<file path="config.mk">
export PLATFORM = sky130hd
export DESIGN_NAME = cmos_dvp_capture
export DESIGN_NICKNAME = d
export VERILOG_FILES = /design/src/rtl/cmos_dvp_capture.sv
export SDC_FILE = /design/constraint.sdc
export NUM_CORES = 1
export LEC_CHECK = 0
export ABC_CLOCK_PERIOD_IN_PS = 2800
export CAP_MARGIN = 20
export CORE_ASPECT_RATIO = 0.9
export CORE_MARGIN = 4
export CORE_UTILIZATION = 59
export DETAILED_ROUTE_END_ITERATION = 7
export MAX_ROUTING_LAYER = met4
export PLACE_DENSITY = 0.85
export SLEW_MARGIN = 20
export SYNTH_ARGS = -nofsm -noshare
export SYNTH_HDL_FRONTEND = slang
export SYNTH_SLANG_ARGS = --single-unit
</file>
<file path="constraint.sdc">
create_clock -name cmos_pclk_i -period 2.8 [get_ports cmos_pclk_i]
set_input_delay 0.56 -clock cmos_pclk_i [delete_from_list [all_inputs] [get_ports cmos_pclk_i]]
set_output_delay 0.56 -clock cmos_pclk_i [all_outputs]
set_load 0.05 [all_outputs]
</file>
<file path="src/rtl/cmos_dvp_capture.sv">
// rtl/cmos_dvp_capture.sv - DVP camera capture: byte-to-pixel assembly, frame gating, SOF/EOL markers
module cmos_dvp_capture #(
  parameter int DATA_W        = 8,
  parameter int BYTES_PER_PIX = 2,
  parameter int MSB_FIRST     = 1,
  parameter int FRAME_WAITCNT = 15,
  parameter int CNT_W         = 12
) (
  input  logic                            cmos_pclk_i,
  input  logic                            rst_n_i,
  input  logic                            cmos_href_i,
  input  logic                            cmos_vsync_i,
  input  logic [DATA_W-1:0]               cmos_data_i,
  input  logic                            cap_en_i,
  output logic [DATA_W*BYTES_PER_PIX-1:0] pix_data_o,
  output logic                            pix_valid_o,
  output logic                            sof_o,
  output logic                            eol_o,
  output logic [CNT_W-1:0]                line_cnt_o,
  output logic [CNT_W-1:0]                pix_cnt_o,
  output logic [15:0]                     frame_cnt_o,
  output logic                            err_partial_o,
  output logic                            busy_o
);

  localparam int PIX_W = DATA_W * BYTES_PER_PIX;
  localparam logic [1:0] LAST_IDX = 2'(BYTES_PER_PIX - 1);

  typedef enum logic [1:0] {ST_SKIP, ST_IDLE, ST_ACTIVE} state_t;
  localparam state_t RESET_ST = (FRAME_WAITCNT == 0) ? ST_IDLE : ST_SKIP;

  logic              href_q, vsync_q, href_d1_q, vsync_d1_q;
  logic [DATA_W-1:0] data_q;

  state_t            state_q, state_d;
  logic [7:0]        skip_cnt_q, skip_cnt_d;
  logic [1:0]        byte_idx_q, byte_idx_d;
  logic [PIX_W-1:0]  asm_q, asm_d, asm_shift;
  logic [PIX_W-1:0]  hold_q, hold_d;
  logic              hold_vld_q, hold_vld_d;
  logic              first_pix_q, first_pix_d;
  logic [CNT_W-1:0]  line_pix_q, line_pix_d;

  logic [PIX_W-1:0]  pix_data_q, pix_data_d;
  logic              pix_valid_q, pix_valid_d;
  logic              sof_q, sof_d;
  logic              eol_q, eol_d;
  logic              err_q, err_d;
  logic [CNT_W-1:0]  line_cnt_q, line_cnt_d;
  logic [CNT_W-1:0]  pix_cnt_q, pix_cnt_d;
  logic [15:0]       frame_cnt_q, frame_cnt_d;

  logic frame_start, frame_end, href_fall;

  assign frame_start = vsync_d1_q & ~vsync_q;
  assign frame_end   = ~vsync_d1_q & vsync_q;
  assign href_fall   = href_d1_q & ~href_q;

  // Value of the assembly register once the current byte is shifted in.
  generate
    if (BYTES_PER_PIX == 1) begin : g_one
      assign asm_shift = data_q;
    end else if (MSB_FIRST != 0) begin : g_msb
      assign asm_shift = {asm_q[PIX_W-DATA_W-1:0], data_q};
    end else begin : g_lsb
      assign asm_shift = {data_q, asm_q[PIX_W-1:DATA_W]};
    end
  endgenerate

  always_ff @(posedge cmos_pclk_i or negedge rst_n_i) begin
    if (!rst_n_i) begin
      href_q      <= 1'b0;
      vsync_q     <= 1'b0;
      data_q      <= '0;
      href_d1_q   <= 1'b0;
      vsync_d1_q  <= 1'b0;
      state_q     <= RESET_ST;
      skip_cnt_q  <= '0;
      byte_idx_q  <= '0;
      asm_q       <= '0;
      hold_q      <= '0;
      hold_vld_q  <= 1'b0;
      first_pix_q <= 1'b0;
      line_pix_q  <= '0;
      pix_data_q  <= '0;
      pix_valid_q <= 1'b0;
      sof_q       <= 1'b0;
      eol_q       <= 1'b0;
      err_q       <= 1'b0;
      line_cnt_q  <= '0;
      pix_cnt_q   <= '0;
      frame_cnt_q <= '0;
    end else begin
      href_q      <= cmos_href_i;
      vsync_q     <= cmos_vsync_i;
      data_q      <= cmos_data_i;
      href_d1_q   <= href_q;
      vsync_d1_q  <= vsync_q;
      state_q     <= state_d;
      skip_cnt_q  <= skip_cnt_d;
      byte_idx_q  <= byte_idx_d;
      asm_q       <= asm_d;
      hold_q      <= hold_d;
      hold_vld_q  <= hold_vld_d;
      first_pix_q <= first_pix_d;
      line_pix_q  <= line_pix_d;
      pix_data_q  <= pix_data_d;
      pix_valid_q <= pix_valid_d;
      sof_q       <= sof_d;
      eol_q       <= eol_d;
      err_q       <= err_d;
      line_cnt_q  <= line_cnt_d;
      pix_cnt_q   <= pix_cnt_d;
      frame_cnt_q <= frame_cnt_d;
    end
  end

  always_comb begin
    state_d     = state_q;
    skip_cnt_d  = skip_cnt_q;
    byte_idx_d  = byte_idx_q;
    asm_d       = asm_q;
    hold_d      = hold_q;
    hold_vld_d  = hold_vld_q;
    first_pix_d = first_pix_q;
    line_pix_d  = line_pix_q;
    pix_data_d  = pix_data_q;
    pix_valid_d = 1'b0;
    sof_d       = 1'b0;
    eol_d       = 1'b0;
    err_d       = 1'b0;
    line_cnt_d  = line_cnt_q;
    pix_cnt_d   = pix_cnt_q;
    frame_cnt_d = frame_cnt_q;

    case (state_q)
      ST_SKIP: begin
        if (frame_start) begin
          if (skip_cnt_q != 8'hFF) skip_cnt_d = skip_cnt_q + 8'd1;
          if (({1'b0, skip_cnt_q} + 9'd1) >= 9'(FRAME_WAITCNT)) state_d = ST_IDLE;
        end
      end

      ST_IDLE: begin
        if (frame_start && cap_en_i) begin
          state_d     = ST_ACTIVE;
          first_pix_d = 1'b1;
          line_cnt_d  = '0;
          byte_idx_d  = '0;
          hold_vld_d  = 1'b0;
          line_pix_d  = '0;
        end
      end

      ST_ACTIVE: begin
        if (frame_end) begin
          if (hold_vld_q) begin
            pix_valid_d = 1'b1;
            pix_data_d  = hold_q;
            eol_d       = 1'b1;
            sof_d       = first_pix_q;
            first_pix_d = 1'b0;
          end
          hold_vld_d  = 1'b0;
          byte_idx_d  = '0;
          line_pix_d  = '0;
          frame_cnt_d = frame_cnt_q + 16'd1;
          state_d     = ST_IDLE;
        end else if (href_q) begin
          asm_d = asm_shift;
          if (byte_idx_q == LAST_IDX) begin
            byte_idx_d = '0;
            line_pix_d = line_pix_q + 1'b1;
            hold_d     = asm_shift;
            hold_vld_d = 1'b1;
            // The held pixel is known not to end the line once a successor completes.
            if (hold_vld_q) begin
              pix_valid_d = 1'b1;
              pix_data_d  = hold_q;
              sof_d       = first_pix_q;
              first_pix_d = 1'b0;
            end
          end else begin
            byte_idx_d = byte_idx_q + 2'd1;
          end
        end else begin
          byte_idx_d = '0;
          if (href_fall) begin
            if (hold_vld_q) begin
              pix_valid_d = 1'b1;
              pix_data_d  = hold_q;
              eol_d       = 1'b1;
              sof_d       = first_pix_q;
              first_pix_d = 1'b0;
            end
            hold_vld_d = 1'b0;
            err_d      = (byte_idx_q != 2'd0);
            pix_cnt_d  = line_pix_q;
            line_pix_d = '0;
            if (line_cnt_q != {CNT_W{1'b1}}) line_cnt_d = line_cnt_q + 1'b1;
          end
        end
      end

      default: state_d = RESET_ST;
    endcase
  end

  assign pix_data_o    = pix_data_q;
  assign pix_valid_o   = pix_valid_q;
  assign sof_o         = sof_q;
  assign eol_o         = eol_q;
  assign err_partial_o = err_q;
  assign line_cnt_o    = line_cnt_q;
  assign pix_cnt_o     = pix_cnt_q;
  assign frame_cnt_o   = frame_cnt_q;
  assign busy_o        = (state_q == ST_ACTIVE);

endmodule

</file>
==> flow_summary_export.csv, run 1 <==
group,metric,value,unit
status,status,"complete, no violations",
place,place_congestion,0.765,
global_route,grt_max_degree,65,
place,port_buffers,73,
clock_tree,htree_levels,4,
route,wl_per_cell,16.9,um
clock_tree,numCtsBuffers,17,
clock_tree,cts_sinks,122,
clock_tree,cts_hold_buf,0,
sta,slew_headroom,46.9,%
global_route,grt_overflow_total,0,
clock_tree,cts_tree,"done",
synthesis,synth_compound_area_share,7.52,%
synthesis,synth_fp_nets,473,
synthesis,synth.distinct_cells,52,
pwr,power-per-cell-area,842,mW/mm^2
sta,setup_viol,0,
floorplan,die_h,98.2,um
synthesis,yosysSeqAreaShare,57.2,%
route,dr.pass1.iters,4,
clock_tree,cts_buffer_depth,2,
setup_path,cp_top_family,"buffers and inverters",
global_route,grt_pass1_wl,19700,um
synthesis,postSynthAreaPerCell,11.8,um^2
setup_path,crit_fanout,8,
layout,multi_input_area,0.00218,mm^2
job,cap_violations,0,
layout,diodes,0,
floorplan,io_pins,74,
floorplan,fp.dieW,108,um
route,first_iter_violations,136,
synthesis,yosys_warnings,0,
synthesis,synthMuxAreaShare,12.4,%
setup_path,worst_ep_arrival_time,1.86,ns
layout,mostFrequentLayoutCell,"dfrtp_1",
layout,nFillCells,536,
route,drtAntennaViolNets,0,
setup_path,critPathSlowestCell,"clkdlybuf4s50_1",
synthesis,synth_top_family_by_area,"simple AND/OR/NAND/NOR gates",
sta,hold_viol_final,0,
route,drcViolationCount,0,
setup_path,cpPeakStageDelay,0.86,ns
floorplan,start_util,61.4,%
route,dr_total_vias,3825,
sta,tightest_slew,0.796,ns
synthesis,synth_fa_ha_area_share,1.87,%
place,dp_hpwl,7320,um
global_route,gr-usage-all-layers,24.4,%
floorplan,fp.coreArea,0.00869,mm^2
synthesis,synth-simple-area-share,15.3,%
floorplan,rows,32,
setup_path,cp.required,2.24,ns
route,wl,11400,um
layout,most-common-layout-cells,"dfrtp_1, clkdlybuf4s50_1, nand2_1",
setup_path,crit_buf_inv,1,
synthesis,syn_inst,452,
synthesis,ys_ff_latch,122,
setup_path,worst_setup_path_end_kind,"output port",
synthesis,netlist_area,0.00534,mm^2
sta,tns,0,ns
pwr,p_total,5740,uW
layout,drive_gt1_share,19.8,%
clock_tree,ctsResizeCount,0,
sta,min_period,2.42,ns
layout,final_cells,674,
sta,max_freq,413,MHz
layout,seqCellArea,0.00305,mm^2
layout,fin_nets,563,
sta,layout_setup_ws,0.380,ns
sta,skew,0.0104,ns
route,vias_per_cell,5.68,
sta,rsz0062_at_grt,"no",
place,dp.cells,642,
pwr,vdd_drop_max,0.000623,V
clock_tree,cts_root_buf,"clkbuf_8",
sta,drv_slew,0,
place,pre_cts_slack,0.445,ns
global_route,antenna_found_initial,0,
clock_tree,post_cts_buffers,0,
pwr,leakagePower,0.00312,uW
global_route,grt_pass1_vias,3940,
synthesis,synthFlopType,"dfrtp_1",
clock_tree,clkLatencyLatePin,0.52,ns
clock_tree,clkTransAtPathRegs,0.06,ns
sta,period_share,86.4,%
synthesis,synth_edf_count,0,
synthesis,async_reset_ff_share,100,%
hold_path,hold_class,"in2async",
layout,area_growth,27.6,%
setup_path,critPathKind,"reg2out",
setup_path,startpoint_type,"flip-flop",
synthesis,synth-xor-area-share,3.77,%
floorplan,die_area,0.0106,mm^2
setup_path,crit_chain,"clkdlybuf4s50_1",
==> synthesized netlist by cell type, drive strengths merged (2+ instances only) <==
cell type	instances	area share [%]
inv	10	0.70
nor2	33	2.4
nor4	2	0.63
or4	2	0.28
nand2	59	4.1
a21oi	5	0.47
and2	4	0.47
o31ai	9	1.9
o21ai	28	2.6
and3	8	0.94
a31oi	4	0.47
or2	3	0.40
nor3b	3	0.42
buf	7	0.89
xnor2	14	2.3
and4	2	0.33
nand3	22	2.2
clkbuf	5	0.35
mux2i	11	2.1
nand4	5	0.59
xor2	9	1.5
a21o	2	0.28
ha	8	1.9
a22o	2	0.33
nor3	9	1.1
mux2	46	10
nand2b	4	0.47
dfrtp	122	57
nor2b	2	0.23
==> logic make-up after synthesis <==
group           Yosys count
compound gates           58
xor+xnor                 23
buf+inv                  22
simple gates            162
flops                   122
fa+ha+maj                 8
mux                      57
==> worst register-to-register path, delay by kind of cell (launching register included) <==
kind / cells / cell delay [ns]
simple gates: 4 / 0.77
flops: 1 / 0.39
buf+inv: 2 / 0.33
fa+ha+maj: 1 / 0.32
xor+xnor: 1 / 0.14
==> cell type report <==
class / instances / share of cell area [%]
well taps: 119 / 2.19
inverters: 10 / 0.551
clock buffers: 17 / 6.08
repair buffers: 83 / 11.9
flip-flops and latches: 122 / 44.8
multi-input cells: 308 / 32.0
clock inverters: 15 / 2.41
==> routing by layer <==
metal	vias to the layer above	global-route usage (%)	wire, um
li1	1771	-	-
met1	1930	31.2	4890
met2	105	38.2	5750
met3	19	5.68	542
met4	0	8.74	176
met5	-	-	0
==> final timing paths <==
path	end	cells after the start	slack (ns)	startpoint
max in group asynchronous	hold_q[11]	2	1.93	rst_n_i
setup reg to reg	frame_cnt_o[15]	8	0.72	state_q[0]
hold reg to reg	asm_q[3]	2	0.46	data_q[3]
setup / recovery	line_cnt_o[3]	1	0.38	line_cnt_o[3]
hold / removal	line_cnt_o[3]	1	0.12	rst_n_i
min in group cmos_pclk_i	asm_q[3]	2	0.46	data_q[3]
==> report_power, final <==
group | total [uW] | switching (uW) | internal [uW]
logic | 1370 | 835 | 537
registers | 2260 | 219 | 2040
clock network | 2110 | 826 | 1280
total | 5740 | 1880 | 3860
==> sequential cells by signal, summed over array words and instances, names as in the netlist <==
name	flops
asm_q	8
byte_idx_q	2
data_q	8
eol_o	1
err_partial_o	1
first_pix_q	1
frame_cnt_o	16
hold_q	16
hold_vld_q	1
href_d1_q	1
href_q	1
line_cnt_o	12
line_pix_q	12
pix_cnt_o	12
pix_data_o	16
pix_valid_o	1
skip_cnt_q	8
sof_o	1
state_q	2
vsync_d1_q	1
vsync_q	1
==> stage by stage <==
stage | cell area (um^2) | hold WS, ns | utilization [%]
2_1_floorplan | 5340 | 0.264 | -
3_3_place_gp | 6230 | 0.445 | 71.8
3_5_place_dp | 6230 | 0.449 | 71.8
4_1_cts | 6810 | 0.147 | 78.4
5_1_grt | 6810 | 0.177 | 78.4
6_report | 6810 | 0.123 | 78.4
Note: power is estimated with default switching activity, not from simulation.
==> run 2, diff against run 1 <==
Settings changed: CAP_MARGIN 20 to unset, GPL_ROUTABILITY_DRIVEN set to 0.
==> results of run 2 <==
The final DEF is identical to that of run 1; final timing and power are the same.
==> run 3, diff against run 2 <==
Settings changed: CTS_CLUSTER_SIZE set to 8.
==> results of run 3 <==
The final DEF is identical to that of run 1; final timing and power are the same.
